<file path="src/rtl/vu_vxu_banked8_lane_wxbar.sv">
// Write-side crossbar for the 8-bank lane register file: one registered stage
// steering writeback results to bank write ports, fixed priority on collision.
module vu_vxu_banked8_lane_wxbar #(
    parameter int NBANKS  = 8,
    parameter int NWPORTS = 4,
    parameter int DATA_W  = 65,
    parameter int ADDR_W  = 8,
    parameter int CNT_W   = 8
) (
    input  logic                        clk,
    input  logic                        reset,
    input  logic [NWPORTS-1:0]          wen,
    input  logic [NWPORTS*NBANKS-1:0]   wsel,
    input  logic [NWPORTS*ADDR_W-1:0]   waddr,
    input  logic [NWPORTS*DATA_W-1:0]   wdata,
    input  logic                        cnt_clr,
    output logic [NBANKS-1:0]           bwen,
    output logic [NBANKS*ADDR_W-1:0]    bwaddr,
    output logic [NBANKS*DATA_W-1:0]    bwdata,
    output logic                        conflict,
    output logic [CNT_W-1:0]            conflict_cnt
);

    localparam logic [CNT_W-1:0] CNT_MAX = {CNT_W{1'b1}};

    logic [NBANKS-1:0]         bwen_nxt;
    logic [NBANKS*ADDR_W-1:0]  bwaddr_nxt;
    logic [NBANKS*DATA_W-1:0]  bwdata_nxt;
    logic                      conflict_nxt;

    // Scan sources in priority order; the first requester claims the bank and
    // any later requester to an already-claimed bank marks a conflict.
    always_comb begin
        bwen_nxt     = '0;
        bwaddr_nxt   = bwaddr;
        bwdata_nxt   = bwdata;
        conflict_nxt = 1'b0;
        for (int b = 0; b < NBANKS; b++) begin
            for (int s = 0; s < NWPORTS; s++) begin
                if (wen[s] && wsel[s*NBANKS + b]) begin
                    if (bwen_nxt[b]) begin
                        conflict_nxt = 1'b1;
                    end else begin
                        bwen_nxt[b]                    = 1'b1;
                        bwaddr_nxt[b*ADDR_W +: ADDR_W] = waddr[s*ADDR_W +: ADDR_W];
                        bwdata_nxt[b*DATA_W +: DATA_W] = wdata[s*DATA_W +: DATA_W];
                    end
                end
            end
        end
    end

    always_ff @(posedge clk or posedge reset) begin
        if (reset) begin
            bwen     <= '0;
            bwaddr   <= '0;
            bwdata   <= '0;
            conflict <= 1'b0;
        end else begin
            bwen     <= bwen_nxt;
            bwaddr   <= bwaddr_nxt;
            bwdata   <= bwdata_nxt;
            conflict <= conflict_nxt;
        end
    end

    // Clear beats a same-cycle increment; count saturates rather than wraps.
    always_ff @(posedge clk or posedge reset) begin
        if (reset) begin
            conflict_cnt <= '0;
        end else if (cnt_clr) begin
            conflict_cnt <= '0;
        end else if (conflict_nxt && conflict_cnt != CNT_MAX) begin
            conflict_cnt <= conflict_cnt + 1'b1;
        end
    end

endmodule

</file>
<file path="config.mk">
export PLATFORM = sky130hd
export DESIGN_NAME = vu_vxu_banked8_lane_wxbar
export DESIGN_NICKNAME = d
export VERILOG_FILES = /design/src/rtl/vu_vxu_banked8_lane_wxbar.sv
export SDC_FILE = /design/constraint.sdc
export NUM_CORES = 2
export LEC_CHECK = 0
export CORE_AREA = 4 4 358 360
export DETAILED_ROUTE_END_ITERATION = 7
export DIE_AREA = 0 0 362 364
export PLACE_DENSITY = 0.55
export SLEW_MARGIN = 20
export SYNTH_ARGS = -nofsm -noshare
export SYNTH_HDL_FRONTEND = slang
export SYNTH_SLANG_ARGS = --single-unit
</file>
<file path="constraint.sdc">
create_clock -name clk -period 44.8 [get_ports clk]
set_input_delay 8.96 -clock clk [delete_from_list [all_inputs] [get_ports clk]]
set_output_delay 8.96 -clock clk [all_outputs]
set_load 0.01 [all_outputs]
</file>
==> summary.md <==
| Metric | Value |
|---|---|
| Ports | `932` |
| Slowest Stage Delay on Critical Path | `roughly 810 ps` |
| Row Count | `130` |
| Core area | `0.125 mm^2` |
| # port buffers | `between 900 and 1000` |
| Post-Syn Area | `approximately 0.037 mm^2` |
| Clock power frac | `0.326` |
| Type of the tightest min-delay check | `register to register` |
| Drt total wl | `between 200000 and 250000 um` |
| Ys Warns | `0` |
| GR Overflow Total | `0` |
| Num CTS Buffers | `78` |
| Worst EP arrival | `14340 ps` |
| Syn-to-layout area delta | `32.1%` |
| Per-cell routed wire length | `between 30 and 40 um` |
| Cts hold-fix bufs | `0` |
| Clk_lat worst skew | `660 ps` |
| Hold Vio Cnt, Final | `0` |
| Largest net degree at the start of global routing | `145` |
| Share of the synthesized area in the top cell type | `0.405` |
| Worst Path Max Fanout | `~110` |
| Post-synthesis sequential area ratio | `0.405` |
| Post-synth EDFFs | `0` |
| VDD IR max | `~0.028 mV` |
| Final Slew Violations | `0` |
| Main flop type after synthesis | `dfrtp_1` |
| CTS root buffer | `clkbuf_16` |
| RePlAce Congestion | `0.848` |
| Pre-antenna DRT Iters | `6` |
| Switching Fraction | `0.349` |
| Worst-Margin Slew | `between 1000 and 1500 ps` |
| CTS tree | `yes` |
| Initial antenna violation count | `37` |
| Worst Skew | `between 2 and 2.5 ps` |
| Yosys cell types | `41` |
| Post-Layout Cell Count | `6771` |
| All-Layer GR Usage | `0.308` |
| Psw | `701 uW` |
| Headroom to the max-slew limit | `0.198` |
| Vias post-DR | `41238` |
| FF+latch count, synth | `about 600` |
| Minimum clock period | `13670 ps` |
| Iteration-0 DRC Markers | `5096` |
| Syn Nets | `about 5000` |
| Post-CTS Setup Repair Bufs | `0` |
| Internal power | `~1.3 mW` |
| CTS clk-pin slew, worst paths | `about 60 ps` |
| RSZ-0062 raised after global routing | `no` |
| Most numerous cell on the critical path | `buf_4` |
| Crit path cell chain | `clkdlybuf4s50_1, inv_8, buf_4, buf_4, buf_4, buf_4, buf_4` |
| CP max stage cell | `buf_4` |
| Clk buf depth | `3` |
| First-pass GRT wire length | `between 200000 and 300000 um` |
| H-tree Lvls | `3` |
| Comb power frac | `0.321` |
| Final setup viols | `0` |
| Sequential Power Share | `0.353` |
| Leakage | `between 15 and 20 nW` |
| Crit. End Element | `async pin` |
| CTS sink cnt | `roughly 600` |
| Max cap viols | `0` |
| Synth area leader | `dfrtp_1` |
| Top cells by area, synth | `dfrtp_1 (41%), mux2i_1 (7.9%), nand2_1 (7.8%), o221ai_1 (6.8%), a21oi_1 (6.1%)` |
| Die Area | `about 0.13 mm^2` |
| Pwr/cell area | `about 40 mW/mm^2` |
| CP required | `45470 ps` |
| Die Y | `about 360 um` |
| Drc violations | `0` |
| Worst hold slack | `600 ps` |
| Number of global-route vias before repair | `between 30000 and 40000` |
| Fillcell total | `roughly 12000` |
| Initial core utilization | `0.297` |
| Antenna-violating nets left | `0` |
| Most frequent cells in the layout | `clkdlybuf4s50_1 (930), nand2_1 (750), dfrtp_1 (601), a21oi_1 (451), nor2_1 (441)` |
| Syn Inst Count | `4699` |
| Most common cell after layout, fill and taps aside | `clkdlybuf4s50_1` |
| Max frequency | `approximately 73 MHz` |
| CP Launch Type | `input port` |
| Nets@finish | `about 5400` |
| Mean Syn Cell Area | `around 7.9 um^2` |
| Chip width | `between 300 and 400 um` |
| Dpl cells | `around 6600` |
| Post-DP HPWL | `between 100000 and 150000 um` |
| Final Util | `0.392` |
| Final Power | `between 2 and 2.5 mW` |
| Status | `completed` |
| Proportion of layout cells with a drive suffix above 1 | `0.0465` |
| Via/cell ratio | `6.09` |
| Final period util | `0.305` |
| Post-synth ARST share | `1.00` |
| Fin Setup TNS | `0 ps` |
| Post-CTS sizing | `0` |
| Setup Crit Path Kind | `input port to async pin` |
-- area by class of cell --
cell class	count	area (um^2)	share of cell area
Clock inverter	24	249	0.00508
Multi-Input combinational cell	3348	19300	0.395
Antenna cell	27	67.6	0.00138
Clock buffer	113	2330	0.0475
Timing Repair Buffer	999	9880	0.202
Tap cell	1650	2060	0.0421
Inverter	9	41.3	0.000843
Sequential cell	601	15000	0.307
-- final timing paths --
kind	to	from	slack, ps	cells after the start
max	bwdata[106]	reset	31130	7
min reg2reg	conflict_cnt[5]	conflict_cnt[5]	600	2
max reg2reg	conflict_cnt[3]	conflict_cnt[0]	42880	5
min in group asynchronous	bwdata[5]	reset	8870	2
min	conflict_cnt[5]	conflict_cnt[5]	600	2
max in group clk	bwdata[437]	wen[2]	32250	6
-- power by group through the flow --
stage	logic [mW]	clock network (mW)	registers, mW
after CTS	0.640	0.660	0.705
after floorplan	0.262	0	0.728
after global placement	0.630	0	0.713
final	0.645	0.655	0.708
after detailed placement	0.637	0	0.712
after global routing	0.685	0.683	0.713
-- cells by family (layout without fill, tap and decap cells) --
logic type	Yosys count	in the layout	synth area share
adders and majority gates	1	1	0.000337
other	0	27	0
buffers and inverters	750	1145	0.0807
AOI/OAI and AO/OA	1802	1802	0.306
muxes	291	291	0.0785
and+or+nand+nor	1254	1254	0.129
DFF	601	601	0.405
-- critical path: cells and delay by family --
family / cells / cell delay (ps)
buf+inv: 7 / 5010
-- metal layers --
layer	wire length, um	global-route usage	vias up
met1	84300	0.402	20203
met2	94900	0.473	2848
met4	10300	0.138	14
met3	24300	0.0914	489
li1	-	-	17684
met5	93	0	-
-- cell usage after synthesis, types with 3 or more instances --
cell / instances
a22o_1: 10
nand3_1: 5
nand4_1: 5
clkbuf_1: 565
o22ai_1: 290
mux2i_1: 291
o31ai_1: 4
or2_2: 4
a222oi_1: 4
nand2_1: 769
nor2_1: 448
buf_1: 42
buf_2: 43
and3_1: 7
o221ai_1: 290
a21oi_1: 451
o21ai_0: 439
dfrtp_1: 601
a22oi_1: 10
and2_1: 4
a211oi_1: 291
clkbuf_2: 89
o21ai_1: 3
inv_1: 8
or3_1: 4
-- flip-flops by register name, indices dropped and copies added (netlist names) --
name          flops
bwdata          520
bwaddr           64
bwen              8
conflict_cnt      8
conflict          1
-- through the flow --
| stage | setup slack (ps) | area [um^2] |
|---|---|---|
| after global placement | 30210 | 46300 |
| after detailed placement | 30230 | 46300 |
| after floorplan | 19020 | 37100 |
| final | 31130 | 49000 |
| after CTS | 30980 | 48900 |
| after global routing | 30460 | 49000 |
Note: power is estimated with default switching activity, not from simulation.
